<file path="config.mk">
export PLATFORM = sky130hd
export DESIGN_NAME = alu_regfile_pipe
export DESIGN_NICKNAME = d
export VERILOG_FILES = /design/src/rtl/alu_regfile_pipe.sv
export SDC_FILE = /design/constraint.sdc
export NUM_CORES = 1
export LEC_CHECK = 0
export ABC_CLOCK_PERIOD_IN_PS = 7900
export BUFFER_PORTS_ARGS = -buffer_cell sky130_fd_sc_hd__buf_2
export CORE_MARGIN = 10
export CORE_UTILIZATION = 50
export CTS_CLUSTER_SIZE = 10
export DETAILED_ROUTE_END_ITERATION = 16
export MAX_ROUTING_LAYER = met4
export PLACE_DENSITY = 0.66
export SYNTH_ARGS = -nofsm -noshare
export SYNTH_HDL_FRONTEND = slang
export SYNTH_SLANG_ARGS = --single-unit
</file>
<file path="constraint.sdc">
create_clock -name clock -period 7.9 [get_ports clock]
set_input_delay 1.185 -clock clock [delete_from_list [all_inputs] [get_ports clock]]
set_output_delay 1.185 -clock clock [all_outputs]
set_load 0.05 [all_outputs]
</file>
<file path="src/rtl/alu_regfile_pipe.sv">
// alu_regfile_pipe: two-stage register file + ARM data-processing ALU.
// Issue stage reads operands (with forwarding from execute) into the
// execute register; execute stage computes, writes back and updates NZCV.
module alu_regfile_pipe #(
  parameter int DATA_W = 32,
  parameter int ADDR_W = 4
) (
  input  logic              clock,
  input  logic              reset,
  input  logic              in_valid,
  input  logic [3:0]        op,
  input  logic              set_flags,
  input  logic [ADDR_W-1:0] rn,
  input  logic [ADDR_W-1:0] rm,
  input  logic [ADDR_W-1:0] rd,
  input  logic              use_imm,
  input  logic [DATA_W-1:0] imm,
  output logic [DATA_W-1:0] result,
  output logic              result_valid,
  output logic [ADDR_W-1:0] result_rd,
  output logic              result_we,
  output logic [3:0]        flags,
  input  logic [ADDR_W-1:0] dbg_addr,
  output logic [DATA_W-1:0] dbg_data
);

  localparam int NUM_REGS = 2 ** ADDR_W;
  localparam int MSB = DATA_W - 1;

  logic [DATA_W-1:0] regs [NUM_REGS];

  logic              ex_valid;
  logic [3:0]        ex_op;
  logic              ex_set_flags;
  logic [ADDR_W-1:0] ex_rd;
  logic [DATA_W-1:0] ex_op1;
  logic [DATA_W-1:0] ex_op2;

  logic              ex_we;
  logic              fwd_en;
  logic [DATA_W-1:0] issue_op1;
  logic [DATA_W-1:0] issue_op2;

  logic [DATA_W-1:0] alu_out;
  logic [DATA_W-1:0] add_a;
  logic [DATA_W-1:0] add_b;
  logic              add_cin;
  logic [DATA_W:0]   sum;
  logic              is_arith;
  logic              alu_c;
  logic              alu_v;
  logic              flag_upd;

  // TST/TEQ/CMP/CMN (8..B) only set flags and never write back
  assign ex_we  = (ex_op[3:2] != 2'b10);
  assign fwd_en = ex_valid && ex_we;

  // Operand selection with bypass of the value being written this edge
  assign issue_op1 = (fwd_en && (ex_rd == rn)) ? alu_out : regs[rn];
  assign issue_op2 = use_imm ? imm :
                     ((fwd_en && (ex_rd == rm)) ? alu_out : regs[rm]);

  assign dbg_data = regs[dbg_addr];

  // ALU: subtraction forms are a + ~b + cin so carry out is NOT borrow
  always_comb begin
    add_a    = ex_op1;
    add_b    = ex_op2;
    add_cin  = 1'b0;
    is_arith = 1'b0;
    alu_out  = '0;
    sum      = '0;
    case (ex_op)
      4'h0, 4'h8: alu_out = ex_op1 & ex_op2;
      4'h1, 4'h9: alu_out = ex_op1 ^ ex_op2;
      4'h2, 4'hA: begin add_b = ~ex_op2; add_cin = 1'b1; is_arith = 1'b1; end
      4'h3:       begin add_a = ex_op2; add_b = ~ex_op1; add_cin = 1'b1; is_arith = 1'b1; end
      4'h4, 4'hB: is_arith = 1'b1;
      4'h5:       begin add_cin = flags[1]; is_arith = 1'b1; end
      4'h6:       begin add_b = ~ex_op2; add_cin = flags[1]; is_arith = 1'b1; end
      4'h7:       begin add_a = ex_op2; add_b = ~ex_op1; add_cin = flags[1]; is_arith = 1'b1; end
      4'hC:       alu_out = ex_op1 | ex_op2;
      4'hD:       alu_out = ex_op2;
      4'hE:       alu_out = ex_op1 & ~ex_op2;
      default:    alu_out = ~ex_op2;
    endcase
    sum = {1'b0, add_a} + {1'b0, add_b} + {{DATA_W{1'b0}}, add_cin};
    if (is_arith) alu_out = sum[MSB:0];
  end

  assign alu_c    = sum[DATA_W];
  assign alu_v    = (add_a[MSB] == add_b[MSB]) && (sum[MSB] != add_a[MSB]);
  assign flag_upd = ex_set_flags || !ex_we;

  // Issue stage: capture operands into the execute register
  always_ff @(posedge clock) begin
    if (!reset) begin
      ex_valid     <= 1'b0;
      ex_op        <= '0;
      ex_set_flags <= 1'b0;
      ex_rd        <= '0;
      ex_op1       <= '0;
      ex_op2       <= '0;
    end else begin
      ex_valid <= in_valid;
      if (in_valid) begin
        ex_op        <= op;
        ex_set_flags <= set_flags;
        ex_rd        <= rd;
        ex_op1       <= issue_op1;
        ex_op2       <= issue_op2;
      end
    end
  end

  // Execute stage: register the result and update NZCV
  always_ff @(posedge clock) begin
    if (!reset) begin
      result       <= '0;
      result_valid <= 1'b0;
      result_rd    <= '0;
      result_we    <= 1'b0;
      flags        <= 4'b0000;
    end else if (ex_valid) begin
      result       <= alu_out;
      result_valid <= 1'b1;
      result_rd    <= ex_rd;
      result_we    <= ex_we;
      if (flag_upd) begin
        flags[3] <= alu_out[MSB];
        flags[2] <= (alu_out == '0);
        if (is_arith) begin
          flags[1] <= alu_c;
          flags[0] <= alu_v;
        end
      end
    end else begin
      result_valid <= 1'b0;
      result_we    <= 1'b0;
    end
  end

  // Register file write-back
  always_ff @(posedge clock) begin
    if (!reset) begin
      for (int i = 0; i < NUM_REGS; i++) regs[i] <= '0;
    end else if (ex_valid && ex_we) begin
      regs[ex_rd] <= alu_out;
    end
  end

endmodule

</file>
# After elaboration in Yosys (flattened, before gate mapping)
# Memory sizes are Yosys's and may differ from the RTL's. A register that Yosys moved wholly into a read port is not among the register bits.
# Index checks and enable logic that the tools add are counted.
dict set report word_totals {
  regBits 84
  wordCells 73
  inputBits 57
  output_inout_bits 74
  n_memories 1
  ramBits 512
}
# name depth word_bits read_ports rd_ports_with_merged_regs write_ports line
set memory_table {}
lappend memory_table {regs 16 32 3 1 16 30} ;# logic [DATA_W-1:0] regs [NUM_REGS];
dict set report classes {
  eq_ne 18
  muxes 16
  bitwise_logic 6
  reduce_logical 19
  add_sub_neg 2
}
# cell count
set op_table {}
lappend op_table {{case mux 32 bit (6 select lines)} 1}
lappend op_table {{2-to-1 mux 32 bit} 5}
lappend op_table {{bitwise AND 32 bit} 2}
lappend op_table {{inverter 32 bit} 2}
lappend op_table {{case mux 32 bit (2 select lines)} 1}
lappend op_table {{adder 32 x 32 -> 33 bit} 1}
lappend op_table {{adder 33 x 1 -> 33 bit} 1}
lappend op_table {{zero test 32 bit} 1}
lappend op_table {{bitwise OR 32 bit} 1}
lappend op_table {{OR reduction 32 bit} 1}
lappend op_table {{bitwise XOR 32 bit} 1}
lappend op_table {{== test 4 bit (second input constant)} 7}
lappend op_table {{== test 4 x 3 -> 1 bit (second input constant)} 4}
lappend op_table {{OR reduction 3 bit} 3}
lappend op_table {{== test 4 x 2 -> 1 bit (second input constant)} 2}
lappend op_table {{OR reduction 8 bit} 1}
lappend op_table {{2-to-1 mux 1 bit} 7}
lappend op_table {{OR reduction 2 bit} 3}
lappend op_table {{== test 4 x 1 -> 1 bit (second input constant)} 1}
lappend op_table {{== test 4 bit} 1}
lappend op_table {{zero test 4 bit} 1}
lappend op_table {{2-to-1 mux 4 bit} 1}
lappend op_table {{AND reduction 2 bit} 2}
lappend op_table {{logical AND 1 bit} 3}
lappend op_table {{7 further kinds} 8}

# Logic depth before layout (Yosys ltp)
dict set report depth {
  ltp_word 8
  depth_mapped 24
  mapped_depth_nobuf 19
}

# Least setup slack after synthesis
# No wires, ideal clock.
dict set report synth_path {
  kind {reg2reg}
  start {register ex_op[0]}
  end {memory regs[10][28] (data pin)}
  arrival_time_ps 4900
  synth_period_minus_slack_ps 5166
  required_time_ps 7634
  path_stages_with_launch 24
  path_buffers 6
  setup_time_ps 266
  setup_slack_ps 2734
  path_cell_list {dfxtp_1 clkbuf_1 buf_2 inv_1 or3_1 clkbuf_1 o31ai_1 clkbuf_1 nor2_1 a211oi_1 fa_1 inv_1 fa_1 a21o_1 a221oi_4 o21ai_1 a21boi_1 o211ai_1 a21oi_1 nor4_1 nor3_1 buf_2 buf_1 nor2_1}
}
# item line
set synth_rtl {}
lappend synth_rtl {{start, declared} 33} ;# logic [3:0] ex_op;
lappend synth_rtl {{start signal, assigned} 107} ;# ex_op <= op;
lappend synth_rtl {{end, declared} 30}

# Final worst setup path
dict set report layout_path {
  start {register ex_op[3]}
  end {register flags[2]}
}
dict set report layout_between {
  elab_chain_cells 7
  elab_cells_between_ends 35
  classes_between {2 x add/sub; 15 x eq/ne; 6 x mux; 12 x reduce/logical}
}
# item line
set layout_rtl {}
lappend layout_rtl {{== test 4 x 3 -> 1 bit, or another cell as far along} 73} ;# case (ex_op)
lappend layout_rtl {{OR reduction 3 bit (no line) / OR reduction 2 bit (equally long branches)} -}
lappend layout_rtl {{case mux 32 bit (2 select lines) / 2-to-1 mux 32 bit (equally long branches)} 73}
lappend layout_rtl {{adder 32 x 32 -> 33 bit} 87} ;# sum = {1'b0, add_a} + {1'b0, add_b} + {{DATA_W{1'b0}}, add_cin};
lappend layout_rtl {{adder 33 x 1 -> 33 bit} 87}
lappend layout_rtl {{2-to-1 mux 32 bit} 88} ;# if (is_arith) alu_out = sum[MSB:0];
lappend layout_rtl {{zero test 32 bit} 131} ;# flags[2] <= (alu_out == '0);
lappend layout_rtl {{end signal, assigned} 131}
lappend layout_rtl {{end, declared} 22} ;# output logic [3:0] flags,
# Several ways; a longest one is shown, not always the timed one.
# A chain may end at the register's enable or synchronous reset.

==> run summary <==
Pre-CTS WS - 2.16 ns
Largest family of logic cells by synthesized area - multiplexers
CTS tree - yes
Rows - 102
Setup TNS - 0 ns
Detailed Place HPWL - 84.5 mm
Synth cell types - 71
PortBufs - 130
Die width - 300 um
R2R setup slack - 2.11 ns
#FFs+latches synth - 628
Vias in the first global route - 29909
RSZ-0062 raised after global routing - no
Setup bufs post-CTS - 0
Post-CTS Hold Fix Bufs - 0
Mapped Area - 39100 um^2
Final Hold Viols - 0
Vias per Instance - 7.10
Synth Area in Adders - 2.12%
Critical path cell sequence - or3_2, buf_4, nor2_1, a211oi_1, fa_1, inv_1, fa_1, a21o_1, a221oi_4, o21ai_1, xor2_1, a2111oi_2, buf_4, and4_1, and4_1, and4_1, nand4_1, nor4_1, a21o_1
XOR/XNOR Fraction of Synth Area - 0.829%
Clock slew at reported path FFs - 0.06 ns
Design Area, Final - 43100 um^2
Bufs on Longest Clock Path - 3
Worst Skew - 0.0245 ns
Critical path arrival - 6.36 ns
Initial Util - 50.4%
Nets - 3315
Fill cells - 6298
Worst vdd ir - 0.138 mV
Min setup slack post-route - 2.11 ns
EDFF count, synth - 512
CP dominant cell by count - and4_1
Root Buffer - clkbuf_16
Syn_area_per_cell - 12.1 um^2
Initial antenna violation count - 2
Max Fanout on Critical Path - 96
Post-synthesis cell count - 3218
Max-capacitance violation count - 0
Worst R2R End - flags[2]$_SDFFE_PN0P_
Vias - 30392
Clock Latency Late Sink - 0.63 ns
Compound-gate portion of the synthesized area - 8.08%
Post-synthesis mux area share - 28.6%
Total grt overflow - 0
CP max-delay cell - dfxtp_1
Worst hold path type - flip-flop to flip-flop
Startpoint types - flip-flop
Number of buffers created by CTS - 76
Minimum clock period - 5.79 ns
Share of layout cells above drive strength 1 - 27.2%
CP Class - flip-flop to flip-flop
Seq/Total Area, Yosys - 45.3%
Required @ worst endpoint - 8.47 ns
Post-synth ARST share - 0%
Buf+Inv Stages, Crit Path - 3
Die Ht - 300 um
Slew @ Worst Pin - 1.28 ns
Routed len/inst - 32.7 um
Final Setup Violations - 0
Die area - 89700 um^2
Reg2reg start - ex_op[3]$_SDFFE_PN0P_
Top Ports - 131
Largest net degree at the start of global routing - 97
Max incr delay on CP - 0.69 ns
Post-route insts no fill - 4280
Drt pass-1 iters - 6
Htree depth - 3
Global placement routability congestion - 0.913
Power density over the cells - 209 nW/um^2
Antenna Nets Post-Route - 0
Lkg Pwr - 14.8 nW
Post-CTS Resized - 0
Fmax - 173 MHz
Synthesized net count - 3340
Placement Cell Area - 40800 um^2
Post-placement cell count - 4155
Status - finished clean
Slew headroom - 14.3%
Post-synthesis simple-gate area fraction - 11.0%
Hold EP - result[7]$_SDFFE_PN0P_
Area growth syn-to-layout - 10.4%
Fin. max-slew vios - 0
Ys flop type - edfxtp_1
Core area - 77500 um^2
Global-route wire length before repair - 203 mm
YS warnings - 0
Hold Startpoint - result[7]$_SDFFE_PN0P_
Final wirelength - 140 mm
R2R depth - 19
CP delay by family, top - compound AO/OA/AOI/OAI gates
DRC viols - 0
Num Clock Sinks - 628
Initial DRC Count - 4611
Total track usage - 31.6%
Final Cycle Share - 73.3%
Nature of the critical path endpoint - flip-flop
Worst hold path cell count - 2
-- worst max-delay path by stage --
stage | slack [ns] | endpoint | startpoint | cells after the start
6_report | 2.11 | flags[2]$_SDFFE_PN0P_ | ex_op[3]$_SDFFE_PN0P_ | 19
5_1_grt | 1.74 | flags[2]$_SDFFE_PN0P_ | ex_op[3]$_SDFFE_PN0P_ | 19
4_1_cts | 2.11 | flags[2]$_SDFFE_PN0P_ | ex_op[3]$_SDFFE_PN0P_ | 19
3_5_place_dp | 2.16 | flags[2]$_SDFFE_PN0P_ | ex_op[3]$_SDFFE_PN0P_ | 19
3_3_place_gp | 2.10 | flags[2]$_SDFFE_PN0P_ | ex_op[3]$_SDFFE_PN0P_ | 19
2_1_floorplan | 2.73 | regs[10][28]$_SDFFCE_PN0P_ | ex_op[0]$_SDFFE_PN0P_ | 23
-- metrics by stage --
| stage | power [mW] | util (%) | hold slack (ns) |
|---|---|---|---|
| after floorplan | 5.08 | - | 0.479 |
| after global placement | 5.65 | 52.7 | 0.469 |
| after detailed placement | 5.69 | 52.7 | 0.478 |
| after CTS | 9.01 | 55.7 | 0.485 |
| after global routing | 9.29 | 55.7 | 0.498 |
| final | 9.03 | 55.7 | 0.482 |
-- cell usage after synthesis (15+ instances only) --
| library cell | number | area share (%) |
|---|---|---|
| nor2_1 | 682 | 6.6 |
| edfxtp_1 | 512 | 39 |
| mux4_2 | 480 | 28 |
| clkbuf_1 | 254 | 2.4 |
| nand2_1 | 225 | 2.2 |
| o21ai_0 | 189 | 2.4 |
| dfxtp_1 | 116 | 5.9 |
| a21oi_1 | 114 | 1.5 |
| inv_1 | 74 | 0.71 |
| ha_1 | 63 | 2.0 |
| o211ai_1 | 58 | 1.1 |
| buf_1 | 57 | 0.55 |
| a211oi_1 | 47 | 0.90 |
| mux2i_1 | 36 | 0.92 |
| buf_2 | 24 | 0.31 |
| xor2_1 | 24 | 0.54 |
| nor3_1 | 19 | 0.24 |
| nand2b_1 | 16 | 0.26 |
| nor2b_1 | 15 | 0.24 |
-- report_power, final --
group          internal [mW]  switching [mW]
clock network           1.95            1.40
registers               3.72           0.134
logic                  0.668            1.16
-- cell usage in the layout (no fill, tap or decap), types with 8 or more instances in the layout --
master	instances
edfxtp_1	512
nand4_1	11
clkbuf_16	80
mux4_2	480
clkbuf_1	32
o32ai_1	8
nor2b_1	15
nand2_1	196
nand2_2	29
ha_1	63
o21a_1	11
and3_1	14
a31oi_1	8
a211oi_1	42
nand3_1	9
dfxtp_1	113
o211ai_1	58
nor3_1	17
inv_1	74
xor2_1	24
nor2_1	682
a21oi_2	11
xnor2_1	13
a21o_1	10
nand2b_1	16
o21ai_0	189
mux2i_1	36
a21oi_1	103
buf_2	123
and2_1	10
buf_4	104
-- cell families after synthesis --
logic type      after synthesis
xor+xnor                     37
mux                         518
compound gates              511
buf+inv                     414
fa+ha+maj                    65
simple gates               1045
flops                       628
-- registers in the layout, summed over array words and instances (netlist names) --
| signal | count |
|---|---|
| result_rd | 4 |
| ex_rd | 4 |
| ex_set_flags | 1 |
| result | 32 |
| regs | 512 |
| ex_valid | 1 |
| ex_op | 4 |
| ex_op1 | 32 |
| result_we | 1 |
| flags | 4 |
| ex_op2 | 32 |
| result_valid | 1 |
-- per-layer routing --
metal | GRT usage, % | up-vias | part of all wire, %
met5 | - | - | 0
met3 | 9.64 | 502 | 14
met1 | 38.7 | 15175 | 34
li1 | - | 12233 | -
met2 | 47.9 | 2482 | 46
met4 | 14.8 | 0 | 5.5
-- cell type report --
cell class / count / area, um^2 / area share, %
antenna: 1 / 2.50 / 0.00580
clock buffer: 116 / 2180 / 5.05
clock inverter: 8 / 123 / 0.284
inverter: 78 / 294 / 0.682
multi-input combinational: 2176 / 20000 / 46.5
sequential: 628 / 17700 / 41.0
tap: 1040 / 1300 / 3.02
timing repair buffer: 233 / 1480 / 3.43
-- worst register-to-register path: cells and delay by family, from the launching register on --
| kind | cells | cell delay (ns) |
|---|---|---|
| flip-flops | 1 | 0.69 |
| XOR/XNOR | 1 | 0.18 |
| AND/OR/NAND/NOR | 7 | 1.58 |
| buffers and inverters | 3 | 1.02 |
| AO/OA/AOI/OAI | 6 | 1.58 |
| adder cells (fa/ha/maj) | 2 | 0.69 |
Power figures use the tool's default switching activity.
